<file path="src/rtl/mem_arbiter_pkg.sv">
// Shared definitions for the two-master memory arbiter: FSM encoding and
// timeout defaults used by the RTL and the benches.
package mem_arbiter_pkg;

  typedef enum logic [1:0] {
    IDLE = 2'b00,
    BUSY = 2'b01,
    RESP = 2'b10
  } state_t;

  localparam int TMO_DEFAULT = 255;
  localparam int WAIT_W      = 8;

endpackage

</file>
<file path="src/rtl/mem_arbiter_rr_pick2.sv">
// Two-way round-robin picker: on a tie the master not granted last time wins,
// otherwise the lone requester wins.
module rr_pick2 (
  input  logic [1:0] req,
  input  logic       last,
  output logic       win
);

  always_comb begin
    win = 1'b0;
    if (req == 2'b11) begin
      win = ~last;
    end else if (req[1]) begin
      win = 1'b1;
    end
  end

endmodule

</file>
<file path="src/rtl/mem_arbiter.sv">
// Arbitrates a CPU (m0) and a second master (m1) onto one single-port memory,
// with round-robin grants and a sticky timeout flag for a memory that never acks.
module mem_arbiter
  import mem_arbiter_pkg::*;
#(
  parameter int DW  = 32,
  parameter int AW  = 32,
  parameter int TMO = TMO_DEFAULT
) (
  input  logic          clk,
  input  logic          reset,
  input  logic          m0_req,
  input  logic          m0_we,
  input  logic [AW-1:0] m0_addr,
  input  logic [DW-1:0] m0_wdata,
  output logic          m0_ready,
  output logic [DW-1:0] m0_rdata,
  input  logic          m1_req,
  input  logic          m1_we,
  input  logic [AW-1:0] m1_addr,
  input  logic [DW-1:0] m1_wdata,
  output logic          m1_ready,
  output logic [DW-1:0] m1_rdata,
  output logic          mem_req,
  output logic          mem_we,
  output logic [AW-1:0] mem_addr,
  output logic [DW-1:0] mem_wdata,
  input  logic [DW-1:0] mem_rdata,
  input  logic          mem_ack,
  output logic          err,
  output logic          gnt
);

  localparam logic [WAIT_W-1:0] TMO_LAST = WAIT_W'(TMO - 1);

  state_t              state;
  state_t              next_state;
  logic                win;
  logic                any_req;
  logic                timeout;
  logic [WAIT_W-1:0]   wait_cnt;

  assign any_req = m0_req | m1_req;
  assign timeout = (wait_cnt == TMO_LAST);

  rr_pick2 u_pick (
    .req  ({m1_req, m0_req}),
    .last (gnt),
    .win  (win)
  );

  always_ff @(posedge clk or posedge reset) begin
    if (reset) begin
      state <= IDLE;
    end else begin
      state <= next_state;
    end
  end

  always_comb begin
    next_state = state;
    mem_req    = 1'b0;
    m0_ready   = 1'b0;
    m1_ready   = 1'b0;
    case (state)
      IDLE: begin
        if (any_req) begin
          next_state = BUSY;
        end
      end
      BUSY: begin
        mem_req = 1'b1;
        if (mem_ack || timeout) begin
          next_state = RESP;
        end
      end
      RESP: begin
        m0_ready   = ~gnt;
        m1_ready   = gnt;
        next_state = IDLE;
      end
      default: next_state = IDLE;
    endcase
  end

  // An ack on the last wait cycle still counts as a completed access.
  always_ff @(posedge clk or posedge reset) begin
    if (reset) begin
      gnt       <= 1'b1;
      mem_we    <= 1'b0;
      mem_addr  <= '0;
      mem_wdata <= '0;
      m0_rdata  <= '0;
      m1_rdata  <= '0;
      err       <= 1'b0;
      wait_cnt  <= '0;
    end else begin
      case (state)
        IDLE: begin
          if (any_req) begin
            gnt       <= win;
            mem_we    <= win ? m1_we    : m0_we;
            mem_addr  <= win ? m1_addr  : m0_addr;
            mem_wdata <= win ? m1_wdata : m0_wdata;
            wait_cnt  <= '0;
          end
        end
        BUSY: begin
          if (mem_ack) begin
            if (!mem_we) begin
              if (gnt) begin
                m1_rdata <= mem_rdata;
              end else begin
                m0_rdata <= mem_rdata;
              end
            end
          end else if (timeout) begin
            err <= 1'b1;
          end else begin
            wait_cnt <= wait_cnt + 1'b1;
          end
        end
        default: begin
        end
      endcase
    end
  end

endmodule

</file>
<file path="config.mk">
export PLATFORM = sky130hd
export DESIGN_NAME = mem_arbiter
export DESIGN_NICKNAME = d
export VERILOG_FILES = /design/src/rtl/mem_arbiter_pkg.sv /design/src/rtl/mem_arbiter_rr_pick2.sv /design/src/rtl/mem_arbiter.sv
export SDC_FILE = /design/constraint.sdc
export NUM_CORES = 1
export LEC_CHECK = 0
export BUFFER_PORTS_ARGS = -buffer_cell sky130_fd_sc_hd__buf_4
export CAP_MARGIN = 5
export CORE_AREA = 4 4 117 119
export CTS_CLUSTER_SIZE = 24
export DETAILED_ROUTE_END_ITERATION = 12
export DIE_AREA = 0 0 121 123
export GPL_ROUTABILITY_DRIVEN = 0
export PLACE_DENSITY = 0.87
export SLEW_MARGIN = 0
export SYNTH_ARGS = -nofsm -noshare
export SYNTH_HDL_FRONTEND = slang
export SYNTH_SLANG_ARGS = --single-unit
</file>
<file path="constraint.sdc">
create_clock -name clk -period 14.6 [get_ports clk]
set_input_delay 3.65 -clock clk [delete_from_list [all_inputs] [get_ports clk]]
set_output_delay 3.65 -clock clk [all_outputs]
set_load 0.02 [all_outputs]
</file>
==> flow_metrics.env, run 1 <==
export IMPL_final_nets=947
export IMPL_dieWidth_um=121
export IMPL_cp_start_kind="primary input"
export IMPL_path_cells="buf_4, o21ai_4, buf_4, o21ai_0"
export IMPL_yosys_top_cells_count="dfrtp_1 (140), nand2_1 (70), mux2i_1 (65), o21ai_1 (40)"
export IMPL_tightestPinTransition_ps=1230
export IMPL_peakVddDrop_mv=0.0979
export IMPL_multi_input_area_um2=2440
export IMPL_clkLatencyLatePin_ps=400
export IMPL_clkSlewWorstSetupHoldPaths_ps=50
export IMPL_syn_inst=485
export IMPL_place_ws_ps=8990
export IMPL_synth_area_top_cells="dfrtp_1 (57%), mux2i_1 (11%), mux2_4 (7.3%)"
export IMPL_num_rows=41
export IMPL_critical_path_max_fanout=110
export IMPL_antenna_diode_count=0
export IMPL_antenna_found_initial=0
export IMPL_fin_cells=963
export IMPL_synth_yosys_seq_area_share_pct=57.1
export IMPL_yosysTopAreaCell="dfrtp_1"
export IMPL_num_fill_cells=855
export IMPL_drc=0
export IMPL_holdPathStages=2
export IMPL_die_h_um=123
export IMPL_vias=4820
export IMPL_synth_main_ff_cell="dfrtp_1"
export IMPL_async_reset_ff_share_pct=100
export IMPL_area_growth_pct=46.0
export IMPL_synth_xor_area_share_pct=0.142
export IMPL_synth_simple_gate_area_share_pct=7.12
export IMPL_synth_edf_count=0
export IMPL_avgSynthCellArea_um2=12.7
export IMPL_leakagePower_uw=0.00456
export IMPL_wire_per_inst_um=17.9
export IMPL_grt_pass1_vias=5143
export IMPL_rsz0062_at_grt="false"
export IMPL_post_dp_cell_area_um2=8480
export IMPL_post_cts_setup_buffers=0
export IMPL_synthAdderAreaFrac_pct=0.405
export IMPL_report_final_slew_viol_count=0
export IMPL_syn_num_nets=654
export IMPL_place_hpwl_mm=13.3
export IMPL_grt_max_degree=111
export IMPL_root_buffer="clkbuf_16"
export IMPL_slew_headroom_pct=18.0
export IMPL_grt_overflow_total=0
export IMPL_slowest_delay_ps=820
export IMPL_r2r_start="state[1]$_DFFE_PP0P_"
export IMPL_drtPass1Iterations=4
export IMPL_synth_top_area_share_pct=56.7
export IMPL_setup_viol=0
export IMPL_end_kind="flop"
export IMPL_worstRegToRegCells=3
export IMPL_htree_levels=4
export IMPL_drt_iter0_drc=358
export IMPL_core_area_um2=12600
export IMPL_cts_resized=0
export IMPL_cts_path_max_buffers=2
export IMPL_seqCellArea_um2=3530
export IMPL_start_util_pct=49.2
export IMPL_grt_pass1_wl_mm=26.5
export IMPL_synth_top_family_by_area="multiplexers"
export IMPL_cts_tree="done"
export IMPL_hold_viol=0
export IMPL_synth_compound_area_share_pct=7.32
export IMPL_reg2reg_slack_ps=12310
export IMPL_post_route_period_util_pct=35.3
export IMPL_synth_seq_cells=141
export IMPL_cp_num_buf_inv=2
export IMPL_ys_types=40
export IMPL_design_area_um2=9030
export IMPL_crit_top_cell="buf_4"
export IMPL_drt_total_wl_mm=17.3
export IMPL_crit_required_ps=14840
export IMPL_synthMuxAreaShare_pct=24.2
export IMPL_cts_made_buffers=17
export IMPL_hold_ws_ps=476
export IMPL_antenna_left=0
export IMPL_setup_tns_ps=0
export IMPL_cts_hold_buf=0
export IMPL_setup_slack_ps=9450
export IMPL_hold_end="mem_wdata[1]$_DFFE_PP0P_"
export IMPL_status="finished clean"
export IMPL_regToRegEndpoint="m0_rdata[26]$_DFFE_PP0P_"
export IMPL_yosys_warnings=0
export IMPL_synth_most_common_cell="dfrtp_1"
export IMPL_hp_class="flop to flop"
export IMPL_critPathTopFamily="buffers and inverters"
export IMPL_min_period_ps=5150
export IMPL_grt_use_total_pct=23.0
export IMPL_drv_cap=0
export IMPL_crit_slowest_cell="buf_4"
export IMPL_cts_sinks=141
export IMPL_drive_above_1_share_pct=50.4
export IMPL_critPathKind="primary input to flop"
export IMPL_synth_cell_area_um2=6180
export IMPL_fin_skew_ps=6.88
export IMPL_num_io_pins=301
export IMPL_portBuffers=300
export IMPL_dp_cells=931
export IMPL_max_freq_ghz=0.194
export IMPL_die_area_um2=14900
export IMPL_vias_per_cell=5.01
export IMPL_hp_start="mem_wdata[1]$_DFFE_PP0P_"
export IMPL_powerDensity_nw_per_um2=227
export IMPL_worst_ep_arrival_time_ps=5390
how the worst max path moves through the flow:
stage / cells past startpoint / from / to
after floorplan: 1 / reset / err$_DFFE_PP0P_
after global placement: 4 / m0_req / mem_wdata[8]$_DFFE_PP0P_
after detailed placement: 4 / m0_req / mem_wdata[3]$_DFFE_PP0P_
after CTS: 4 / m0_req / mem_addr[18]$_DFFE_PP0P_
after global routing: 4 / m0_req / mem_addr[19]$_DFFE_PP0P_
final: 4 / m0_req / mem_addr[22]$_DFFE_PP0P_
tightest hold or removal path, delay by kind of cell, from the launching register on:
family             cells  cell delay (ps)
and+or+nand+nor        1               50
DFF                    1              330
AOI/OAI and AO/OA      1               60
registers in the layout, indices dropped and copies added, names as in the netlist:
name,flops
err,1
mem_addr,32
state,2
m1_rdata,32
wait_cnt,8
m0_rdata,32
mem_wdata,32
mem_we,1
gnt,1
power breakdown:
part / internal [uW] / switching, uW / total, uW
logic: 436 / 516 / 952
registers: 578 / 117 / 695
clock network: 247 / 152 / 399
cell families after synthesis:
family,count (synthesis)
xor gates and xnor gates,1
muxes,130
adders and majority gates,2
DFF,141
and+or+nand+nor,95
buffers and inverters,33
AOI/OAI and AO/OA,83
placed cells by master (no fill, tap or decap), types with 6 or more instances in the layout:
cell / instances
dfrtp_1: 140
clkbuf_16: 17
mux2i_1: 65
o21ai_1: 40
nand2_1: 70
nand3_1: 7
mux2_1: 6
mux2_4: 30
mux2_2: 29
o21ai_0: 30
buf_4: 303
metal layers:
metal  vias to the layer above  global-route usage (%)  share of wire [%]
li1                       2286                       -                  -
met1                      2272                    28.2                 39
met5                         -                       0                  0
met4                         0                    9.14                2.5
met2                       228                    39.5                 51
met3                        34                    5.63                7.4
through the flow:
step	util, %	total power, uW
finish	71.8	2050
floorplan	-	1230
CTS	71.8	2060
global route	71.8	2150
detailed placement	67.5	1660
global placement	67.5	1620
cell type report:
type                       count  share of cell area (%)
sequential                   141                    39.1
multi-input combinational    311                    27.0
timing repair buffer         303                    25.2
clock buffer                  25                    5.38
tap                          172                    2.38
clock inverter                 7                   0.693
inverter                       4                   0.222
Power figures use the tool's default switching activity.
==> run 2: changes to the inputs <==
CORE_AREA = 4 4 121 123   (was 4 4 117 119)
DIE_AREA = 0 0 125 127   (was 0 0 121 123)
PLACE_DENSITY = 0.82   (was 0.87)
clock period = 4.9 ns   (was 14.6 ns; I/O delays follow)
==> flow_metrics.env, run 2 (synthesis gave the netlist of run 1 again) <==
export IMPL_status="finished clean"
export IMPL_report_final_slew_viol_count=0
export IMPL_powerDensity_nw_per_um2=678
export IMPL_dp_cells=941
export IMPL_cts_tree="done"
export IMPL_setup_viol=0
export IMPL_dieWidth_um=125
export IMPL_hold_viol=0
export IMPL_final_nets=949
export IMPL_cts_made_buffers=17
export IMPL_critPathKind="flop to output port"
export IMPL_num_fill_cells=1014
export IMPL_num_rows=43
export IMPL_worst_ep_arrival_time_ps=1390
export IMPL_path_cells="and3b_2, buf_4"
export IMPL_die_area_um2=15900
export IMPL_grt_use_total_pct=21.2
export IMPL_r2r_start="state[1]$_DFFE_PP0P_"
export IMPL_hp_class="flop to flop"
export IMPL_place_hpwl_mm=12.6
export IMPL_cts_hold_buf=0
export IMPL_clkLatencyLatePin_ps=420
export IMPL_crit_start="gnt$_DFFE_PP1P_"
export IMPL_max_freq_ghz=0.383
export IMPL_grt_max_degree=93
export IMPL_rsz0062_at_grt="false"
export IMPL_final_cell_mix="buf_4 (303), dfrtp_1 (140), nand2_1 (70), mux2i_1 (65), o21ai_1 (40)"
export IMPL_min_period_ps=2610
export IMPL_drc=0
export IMPL_area_growth_pct=47.9
export IMPL_grt_pass1_wl_mm=26.8
export IMPL_cts_sinks=141
export IMPL_grt_overflow_total=0
export IMPL_vias_per_cell=4.96
export IMPL_cp_num_buf_inv=1
export IMPL_post_route_period_util_pct=53.3
export IMPL_final_common_cell="buf_4"
export IMPL_drtPass1Iterations=4
export IMPL_num_io_pins=301
export IMPL_clkSlewWorstSetupHoldPaths_ps=60
export IMPL_hold_ws_ps=478
export IMPL_portBuffers=300
export IMPL_crit_required_ps=3670
export IMPL_tightestPinTransition_ps=1100
export IMPL_vias=4824
export IMPL_grt_pass1_vias=5104
export IMPL_start_util_pct=45.2
export IMPL_critPathTopFamily="flip-flops"
export IMPL_peakVddDrop_mv=0.255
export IMPL_end_kind="output port"
export IMPL_drive_above_1_share_pct=51.1
export IMPL_fin_cells=972
export IMPL_drt_total_wl_mm=16.7
export IMPL_antenna_left=0
export IMPL_slowest_delay_ps=630
export IMPL_drv_cap=0
export IMPL_drt_iter0_drc=255
export IMPL_cts_path_max_buffers=2
export IMPL_post_cts_setup_buffers=0
export IMPL_root_buffer="clkbuf_16"
export IMPL_critical_path_max_fanout=7
export IMPL_cp_start_kind="flop"
export IMPL_crit_slowest_cell="dfstp_2"
export IMPL_cts_resized=0
export IMPL_antenna_diode_count=0
export IMPL_core_area_um2=13700
export IMPL_leakagePower_uw=0.00459
export IMPL_antenna_found_initial=0
export IMPL_fin_skew_ps=6.98
export IMPL_die_h_um=127
export IMPL_slew_headroom_pct=26.4
export IMPL_htree_levels=4
export IMPL_hp_start="mem_wdata[8]$_DFFE_PP0P_"
export IMPL_setup_tns_ps=0
export IMPL_wire_per_inst_um=17.1
-- run 2: worst paths after layout --
path	end	slack, ps	cells past startpoint
min in group asynchronous	mem_wdata[19]$_DFFE_PP0P_	1070	2
max reg2reg	m0_rdata[8]$_DFFE_PP0P_	2590	4
max	m1_ready	2290	2
max in group asynchronous	m1_rdata[14]$_DFFE_PP0P_	2810	3
min	mem_wdata[8]$_DFFE_PP0P_	480	2
min reg2reg	mem_wdata[8]$_DFFE_PP0P_	480	2
-- run 2: stage by stage --
stage               util [%]  setup slack (ps)  total power, uW  cell area (um2)
floorplan                  -              1910             3670             6190
finish                  66.9              2290             6200             9140
detailed placement      62.4              1880             4910             8530
global placement        62.4              1930             4810             8530
CTS                     66.9              2260             6260             9140
global route            66.9              2240             6540             9140
-- run 2: final cells by class --
class,instances,area (um2),share of cell area (%)
clock buffers,19,453,4.95
clock inverters,12,160,1.75
inverters,4,18.8,0.205
multi-input cells,311,2440,26.7
flip-flops and latches,141,3530,38.6
well taps,180,225,2.46
repair buffers,305,2310,25.3
-- run 2: worst reg2reg max path, cell delays in order (launching register included) --
cell and delay (ps):
dfrtp_1 450, nor2b_4 200, and4bb_2 870, buf_4 360
mux2_4 320
-- run 2: routing by layer --
layer / up-vias / global-route usage (%) / routed length [um] / part of all wire [%]
met2: 223 / 34.9 / 8030 / 48
met3: 30 / 6.69 / 1350 / 8.1
met4: 0 / 8.35 / 435 / 2.6
met5: - / 0 / 0 / 0
met1: 2284 / 26.1 / 6850 / 41
li1: 2287 / - / - / -
-- run 2: power by group --
part           total [uW]  internal, uW  switching, uW
sequential           2080          1720            357
clock                1320           828            495
combinational        2790          1300           1490
